--- src/rtl/letc_pkg.sv ---
// Shared types and register map for the LETC machine timer.
package letc_pkg;

  localparam int unsigned TIMER_ADDR_W = 5;
  localparam int unsigned TIMER_DATA_W = 32;

  typedef logic [TIMER_ADDR_W-1:0] timer_addr_t;
  typedef logic [63:0]             timer_word64_t;

  localparam timer_addr_t TIMER_MTIME_LO_ADDR    = 5'h00;
  localparam timer_addr_t TIMER_MTIME_HI_ADDR    = 5'h04;
  localparam timer_addr_t TIMER_MTIMECMP_LO_ADDR = 5'h08;
  localparam timer_addr_t TIMER_MTIMECMP_HI_ADDR = 5'h0C;
  localparam timer_addr_t TIMER_MSIP_ADDR        = 5'h10;

  typedef enum logic {
    TIMER_IDLE = 1'b0,
    TIMER_RESP = 1'b1
  } timer_state_e;

  typedef struct packed {
    logic                    illegal;
    logic [TIMER_DATA_W-1:0] rdata;
  } timer_rsp_t;

  // Byte-lane merge of a write into an existing 32-bit word.
  function automatic logic [TIMER_DATA_W-1:0] timer_merge_bytes(
    input logic [TIMER_DATA_W-1:0] old_word,
    input logic [TIMER_DATA_W-1:0] wdata,
    input logic [3:0]              wstrb
  );
    logic [TIMER_DATA_W-1:0] res;
    res = old_word;
    for (int i = 0; i < 4; i++) begin
      if (wstrb[i]) res[8*i +: 8] = wdata[8*i +: 8];
    end
    return res;
  endfunction

endpackage

--- src/rtl/letc_timer_if.sv ---
// Valid/ready register port between the interconnect bridge (master) and the timer (slave).
interface letc_timer_if;
  import letc_pkg::*;

  logic                    i_req_valid;
  logic                    o_req_ready;
  logic                    i_req_wen;
  timer_addr_t             i_req_addr;
  logic [TIMER_DATA_W-1:0] i_req_wdata;
  logic [3:0]              i_req_wstrb;
  logic                    o_rsp_valid;
  logic                    i_rsp_ready;
  logic [TIMER_DATA_W-1:0] o_rsp_rdata;
  logic                    o_rsp_illegal;

  modport master (
    output i_req_valid, i_req_wen, i_req_addr, i_req_wdata, i_req_wstrb, i_rsp_ready,
    input  o_req_ready, o_rsp_valid, o_rsp_rdata, o_rsp_illegal
  );

  modport slave (
    input  i_req_valid, i_req_wen, i_req_addr, i_req_wdata, i_req_wstrb, i_rsp_ready,
    output o_req_ready, o_rsp_valid, o_rsp_rdata, o_rsp_illegal
  );
endinterface

--- src/rtl/letc_timer_prescaler.sv ---
// Divides i_clk into mtime ticks; counts 0..PRESCALE-1 and ticks on the last count.
module letc_timer_prescaler #(
  parameter int unsigned PRESCALE = 1
) (
  input  logic i_clk,
  input  logic i_rst,
  input  logic i_clear,
  output logic o_tick
);

  localparam int unsigned CNT_W = 16;
  localparam logic [CNT_W-1:0] LAST = CNT_W'(PRESCALE - 1);

  logic [CNT_W-1:0] cnt_q;

  // With PRESCALE=1 the counter never leaves 0, so the tick is constantly high.
  assign o_tick = (cnt_q == LAST);

  always_ff @(posedge i_clk) begin
    if (i_rst || i_clear) cnt_q <= '0;
    else if (o_tick)      cnt_q <= '0;
    else                  cnt_q <= cnt_q + CNT_W'(1);
  end

endmodule

--- src/rtl/letc_timer.sv ---
// RISC-V machine timer (mtime/mtimecmp) with registered timer interrupt.
// Optional msip register at 0x10 when LETC_TIMER_MSIP_EN is defined.
module letc_timer
  import letc_pkg::*;
#(
  parameter int unsigned PRESCALE = 1
) (
  input  logic         i_clk,
  input  logic         i_rst,
  letc_timer_if.slave  bus,
  output logic         o_timer_irq_pending,
  output logic         o_software_irq_pending
);

  timer_state_e            state_q, state_d;
  timer_word64_t           mtime_q, mtimecmp_q;
  timer_rsp_t              rsp_q;
  timer_addr_t             word_addr;
  logic                    tick, accept, wr, mtime_wr, legal;
  logic                    sel_mtime_lo, sel_mtime_hi, sel_cmp_lo, sel_cmp_hi, sel_msip;
  logic [TIMER_DATA_W-1:0] rd_word;
  logic                    unused_addr_bits;

  assign unused_addr_bits = ^bus.i_req_addr[1:0];

  letc_timer_prescaler #(.PRESCALE(PRESCALE)) u_prescaler (
    .i_clk   (i_clk),
    .i_rst   (i_rst),
    .i_clear (mtime_wr),
    .o_tick  (tick)
  );

  always_ff @(posedge i_clk) begin
    if (i_rst) state_q <= TIMER_IDLE;
    else       state_q <= state_d;
  end

  always_comb begin
    state_d = state_q;
    case (state_q)
      TIMER_IDLE: if (bus.i_req_valid) state_d = TIMER_RESP;
      TIMER_RESP: if (bus.i_rsp_ready) state_d = TIMER_IDLE;
      default:    state_d = TIMER_IDLE;
    endcase
  end

  always_comb begin
    bus.o_req_ready = 1'b0;
    bus.o_rsp_valid = 1'b0;
    case (state_q)
      TIMER_IDLE: bus.o_req_ready = 1'b1;
      TIMER_RESP: bus.o_rsp_valid = 1'b1;
      default: ;
    endcase
  end

  assign accept   = bus.i_req_valid && (state_q == TIMER_IDLE);
  assign wr       = accept && bus.i_req_wen;
  assign mtime_wr = wr && (sel_mtime_lo || sel_mtime_hi);

  // Address decode and read mux; the two low address bits are ignored.
  always_comb begin
    word_addr    = timer_addr_t'({bus.i_req_addr[4:2], 2'b00});
    sel_mtime_lo = (word_addr == TIMER_MTIME_LO_ADDR);
    sel_mtime_hi = (word_addr == TIMER_MTIME_HI_ADDR);
    sel_cmp_lo   = (word_addr == TIMER_MTIMECMP_LO_ADDR);
    sel_cmp_hi   = (word_addr == TIMER_MTIMECMP_HI_ADDR);
`ifdef LETC_TIMER_MSIP_EN
    sel_msip     = (word_addr == TIMER_MSIP_ADDR);
`else
    sel_msip     = 1'b0;
`endif
    legal   = sel_mtime_lo | sel_mtime_hi | sel_cmp_lo | sel_cmp_hi | sel_msip;
    rd_word = '0;
    if (sel_mtime_lo) rd_word = mtime_q[31:0];
    if (sel_mtime_hi) rd_word = mtime_q[63:32];
    if (sel_cmp_lo)   rd_word = mtimecmp_q[31:0];
    if (sel_cmp_hi)   rd_word = mtimecmp_q[63:32];
`ifdef LETC_TIMER_MSIP_EN
    if (sel_msip)     rd_word = {31'd0, o_software_irq_pending};
`endif
  end

  // A software write beats a coincident tick; the untouched half is held.
  always_ff @(posedge i_clk) begin
    if (i_rst)
      mtime_q <= '0;
    else if (wr && sel_mtime_lo)
      mtime_q[31:0] <= timer_merge_bytes(mtime_q[31:0], bus.i_req_wdata, bus.i_req_wstrb);
    else if (wr && sel_mtime_hi)
      mtime_q[63:32] <= timer_merge_bytes(mtime_q[63:32], bus.i_req_wdata, bus.i_req_wstrb);
    else if (tick)
      mtime_q <= mtime_q + 64'd1;
  end

  always_ff @(posedge i_clk) begin
    if (i_rst)
      mtimecmp_q <= '1;
    else if (wr && sel_cmp_lo)
      mtimecmp_q[31:0] <= timer_merge_bytes(mtimecmp_q[31:0], bus.i_req_wdata, bus.i_req_wstrb);
    else if (wr && sel_cmp_hi)
      mtimecmp_q[63:32] <= timer_merge_bytes(mtimecmp_q[63:32], bus.i_req_wdata, bus.i_req_wstrb);
  end

  always_ff @(posedge i_clk) begin
    if (i_rst) o_timer_irq_pending <= 1'b0;
    else       o_timer_irq_pending <= (mtime_q >= mtimecmp_q);
  end

  // Response is captured at acceptance and held stable until consumed.
  always_ff @(posedge i_clk) begin
    if (i_rst) begin
      rsp_q <= '0;
    end else if (accept) begin
      rsp_q.rdata   <= (bus.i_req_wen || !legal) ? '0 : rd_word;
      rsp_q.illegal <= !legal;
    end
  end

  assign bus.o_rsp_rdata   = rsp_q.rdata;
  assign bus.o_rsp_illegal = rsp_q.illegal;

`ifdef LETC_TIMER_MSIP_EN
  always_ff @(posedge i_clk) begin
    if (i_rst)                                   o_software_irq_pending <= 1'b0;
    else if (wr && sel_msip && bus.i_req_wstrb[0]) o_software_irq_pending <= bus.i_req_wdata[0];
  end
`else
  assign o_software_irq_pending = 1'b0;
`endif

endmodule

--- src/flat_wrapper.sv ---
// flat-port wrapper written by rule: the top's interface ports become plain ports
module letc_timer_flat import letc_pkg::*;
#(
  parameter int unsigned PRESCALE = 1
)
  (i_clk, i_rst, o_timer_irq_pending, o_software_irq_pending, bus_i_req_valid, bus_i_req_wen, bus_i_req_addr, bus_i_req_wdata, bus_i_req_wstrb, bus_i_rsp_ready, bus_o_req_ready, bus_o_rsp_valid, bus_o_rsp_rdata, bus_o_rsp_illegal);
  letc_timer_if bus_i ();
  input  logic i_clk;
  input  logic i_rst;
  output logic o_timer_irq_pending;
  output logic o_software_irq_pending;
  input wire logic [$bits(bus_i.i_req_valid)-1:0] bus_i_req_valid;
  input wire logic [$bits(bus_i.i_req_wen)-1:0] bus_i_req_wen;
  input wire logic [$bits(bus_i.i_req_addr)-1:0] bus_i_req_addr;
  input wire logic [$bits(bus_i.i_req_wdata)-1:0] bus_i_req_wdata;
  input wire logic [$bits(bus_i.i_req_wstrb)-1:0] bus_i_req_wstrb;
  input wire logic [$bits(bus_i.i_rsp_ready)-1:0] bus_i_rsp_ready;
  output wire logic [$bits(bus_i.o_req_ready)-1:0] bus_o_req_ready;
  output wire logic [$bits(bus_i.o_rsp_valid)-1:0] bus_o_rsp_valid;
  output wire logic [$bits(bus_i.o_rsp_rdata)-1:0] bus_o_rsp_rdata;
  output wire logic [$bits(bus_i.o_rsp_illegal)-1:0] bus_o_rsp_illegal;
  assign bus_i.i_req_valid = bus_i_req_valid;
  assign bus_i.i_req_wen = bus_i_req_wen;
  assign bus_i.i_req_addr = bus_i_req_addr;
  assign bus_i.i_req_wdata = bus_i_req_wdata;
  assign bus_i.i_req_wstrb = bus_i_req_wstrb;
  assign bus_i.i_rsp_ready = bus_i_rsp_ready;
  assign bus_o_req_ready = bus_i.o_req_ready;
  assign bus_o_rsp_valid = bus_i.o_rsp_valid;
  assign bus_o_rsp_rdata = bus_i.o_rsp_rdata;
  assign bus_o_rsp_illegal = bus_i.o_rsp_illegal;
  letc_timer #(.PRESCALE(PRESCALE)) u_core (.i_clk(i_clk), .i_rst(i_rst), .bus(bus_i), .o_timer_irq_pending(o_timer_irq_pending), .o_software_irq_pending(o_software_irq_pending));
endmodule
--- config.mk ---
export PLATFORM = sky130hd
export DESIGN_NAME = letc_timer_flat
export DESIGN_NICKNAME = d
export VERILOG_FILES = /design/src/rtl/letc_pkg.sv /design/src/rtl/letc_timer_if.sv /design/src/rtl/letc_timer_prescaler.sv /design/src/rtl/letc_timer.sv /design/src/flat_wrapper.sv
export SDC_FILE = /design/constraint.sdc
export NUM_CORES = 1
export LEC_CHECK = 0
export ABC_AREA = 1
export CAP_MARGIN = 20
export CORE_ASPECT_RATIO = 2
export CORE_MARGIN = 1
export CORE_UTILIZATION = 30
export DETAILED_ROUTE_END_ITERATION = 8
export GPL_TIMING_DRIVEN = 0
export PLACE_DENSITY = 0.6
export SYNTH_ARGS = -nofsm -noshare
export SYNTH_HDL_FRONTEND = slang
export SYNTH_SLANG_ARGS = --single-unit
--- constraint.sdc ---
create_clock -name i_clk -period 1.6 [get_ports i_clk]
set_input_delay 0.16 -clock i_clk [delete_from_list [all_inputs] [get_ports i_clk]]
set_output_delay 0.16 -clock i_clk [all_outputs]
set_load 0.005 [all_outputs]
==> impl_results.md <==
- Outcome: complete, but fails checks
- Failing checks: DRC, setup timing
- Synth Net Count: 1958
- Via count: 14770
- Gr usage total: 0.3396
- CTS Buffer Depth: 2
- GRT overflow: 0
- FF-to-FF Start: u_core.mtime_q[10]
- Worst r2r dst: u_core.mtime_q[34]
- Worst IR Drop VDD: 874.2 µV
- Initial core utilization: 0.3031
- Dominant cell type by area after synthesis: dfxtp_1
- Clk root buf: clkbuf_16
- Max Cap Violations: 0
- Io pins: 83
- Post-synthesis sequential element count: 179
- First-pass GRT wire length: 93.87 mm
- Crit path launch: u_core.mtime_q[10]
- Drt pass-1 iters: 9
- RSZ-0062 raised after global routing: true
- Final WS setup: -0.2870 ns
- Hold Crit Class: input port to flip-flop
- Avg Cell Area, Syn: 6.352 µm²
- Post-DP HPWL: 49.49 mm
- Unique masters post-synth: 40
- Port bufs: 77
- Pwr dens: 557.5 nW/µm²
- Clk sink count: 179
- Initial antenna violation count: 0
- CTS tree: done
- Warnings from Yosys: 0
- Final setup viols: 114
- Post-synth ARST share: 0
- Critical path startpoint category: flip-flop
- CTS Buf Count: 17
- Final min period: 1.887 ns
- Die height: 281.5 µm
- Final Non-Filler Cells: 2665
- Post-layout util: 0.4972
- Antenna diodes: 0
- Slew Viols, Final: 0
- Placer Congestion: 1.104
- Row count: 102
- Post-cts hold buffer count: 0
- WHS: 0.1215 ns
- Slew @ Worst Pin: 1.145 ns
- Post-Synthesis Cells: 1845
- Worst skew pair latency: 0.48 ns
- Commonest cells in the netlist: nand2_1, nor2_1, inv_1
- Area Overhead vs Synth: 64.05%
- Worst setup endpoint: u_core.mtime_q[34]
- Clock transition at path regs: 0.08 ns
- Final period utilization: 1.179
- Layout cells sized above 1: 0.4266
- Die X-Extent: 141.8 µm
- Max frequency: 529.9 MHz
- Detailed Route WL: 69.84 mm
- Critical path arrival: 2.21 ns
- Slew Limit Headroom: 0.2366
- Antenna viol nets, final: 0
- FF-to-FF path depth: 11
- Post-Synthesis Cell Area: 11720 µm²
- Fin. Hold Viols: 0
- Required @ worst endpoint: 1.93 ns
- Core area: 38670 µm²
- H-tree levels: 4
- Final nets: 2245
- Synth top area share: 0.3058
- Vias per inst: 5.543
- Ranking of synthesized cells by area: dfxtp_1, nand2_1, nor2_1, ha_1, a21oi_1
- Iter 0 DRT Violations: 1022
- Post-synth EDFFs: 0
- Clock skew: 0.01220 ns
- Count leader, synth: nand2_1
- Setup crit end kind: flip-flop
- WL/cell: 26.21 µm
- Register area share after synthesis: 0.3058
- Crit path max fanout: 5
- DR DRC count: 1
- Number of global-route vias before repair: 14080
- Total Power: 10.72 mW
- Leakage: 7.944 nW
- Pre-CTS WS: -1.193 ns
- Prevailing post-synth register cell: dfxtp_1
- Hold path start: bus_i_req_wstrb[2]
- Reg2Reg Setup Slack: -0.29 ns
- Area of the die: 39910 µm²
- CP Class: flip-flop to flip-flop
- Fillers: 3713
- Placed Cells incl. Taps: 2442
- Largest net degree at the start of global routing: 18
## final cells by class
| cell class | count | area [µm²] | share of cell area |
|---|---|---|---|
| Buffer | 69 | 599.3 | 0.03117 |
| Clock buffer | 19 | 432.9 | 0.02252 |
| Sequential cell | 179 | 3826 | 0.1990 |
| Tap cell | 520 | 650.6 | 0.03384 |
| Clock inverter | 13 | 160.2 | 0.008330 |
| Timing Repair Buffer | 268 | 2665 | 0.1386 |
| Multi-Input combinational cell | 1398 | 10060 | 0.5232 |
| Inverter | 199 | 833.3 | 0.04334 |
## metal layers
layer  share of wire  vias to the layer above  wire length [µm]  GRT usage
met5               0                        -                 0          0
met4            0.13                        0              9231     0.3488
met3           0.063                      379              4376    0.07829
met2            0.50                      703             35140     0.6160
met1            0.30                     7020             21090     0.2966
li1                -                     6670                 -          -
## cells by family after synthesis
logic type / after synthesis / synth area share
AOI/OAI and AO/OA: 373 / 0.1867
xor gates and xnor gates: 18 / 0.01345
adders and majority gates: 67 / 0.07153
buffers and inverters: 268 / 0.09032
DFF: 179 / 0.3058
other: 1 / 0.0003200
and+or+nand+nor: 939 / 0.3319
## cells in the final DEF (no fill, tap or decap), types with 21 or more instances in the layout
cell             instances
nand2_1                342
inv_1                  149
nor2_1                 145
buf_4                  128
nor2_4                 121
a21oi_1                112
dfxtp_1                 95
nand2_2                 92
clkdlybuf4s50_1         74
buf_6                   69
o211ai_1                58
dfxtp_4                 55
nand2_4                 54
nor2_2                  52
nand3_1                 46
ha_1                    46
a21oi_2                 42
o21ai_0                 36
inv_2                   29
dfxtp_2                 29
o21ai_2                 25
nand4_1                 22
o21ai_1                 21
clkbuf_16               21
ha_4                    21
## power by group
| group | leakage, nW | switching (mW) | internal (mW) | total (mW) |
|---|---|---|---|---|
| sequential | 1.49 | 0.158 | 4.47 | 4.63 |
| clock | 0.294 | 2.20 | 2.37 | 4.57 |
| combinational | 6.16 | 0.939 | 0.580 | 1.52 |
| total | 7.94 | 3.30 | 7.42 | 10.7 |
## through the flow
stage	area (µm²)	setup TNS [ns]
2_1_floorplan	11750	0
3_3_place_gp	13170	-129.77
3_5_place_dp	13170	-132.23
4_1_cts	17290	-4.016
5_1_grt	19230	-19.54
6_report	19230	-10.87
## registers in the layout (all words and copies together), names as in the netlist
| name | count |
|---|---|
| u_core.u_prescaler.cnt_q | 16 |
| u_core.mtimecmp_q | 64 |
| u_core.o_timer_irq_pending | 1 |
| u_core.mtime_q | 64 |
| u_core.bus.o_rsp_illegal | 1 |
| u_core.state_q | 1 |
| u_core.bus.o_rsp_rdata | 32 |
## critical path: stages (launching register included)
cell and delay, ns:
dfxtp_4 0.41, nand2_4 0.09, nor2_4 0.25, buf_6 0.15
nand2_4 0.05, nor2_4 0.18, buf_6 0.13, nand2_4 0.08
o21ai_2 0.14, nand3_1 0.10, nand2_1 0.09, a21oi_2 0.05
## how the worst min path moves through the flow
stage,end,slack (ns),cells past startpoint
5_1_grt,u_core.mtimecmp_q[54],0.17,3
4_1_cts,u_core.mtimecmp_q[49],0.11,3
3_3_place_gp,u_core.u_prescaler.cnt_q[0],0.43,1
3_5_place_dp,u_core.mtimecmp_q[51],0.45,2
6_report,u_core.mtimecmp_q[49],0.12,3
2_1_floorplan,u_core.mtimecmp_q[0],0.29,2
## timing repair
item / in CTS / in global routing
setup endpoints to repair: 171 / 158
pin swaps: 165 / 203
resized for setup: 755 / 377
cloned: 8 / 10
setup buffers: 115 / 61
Power figures use the tool's default switching activity.
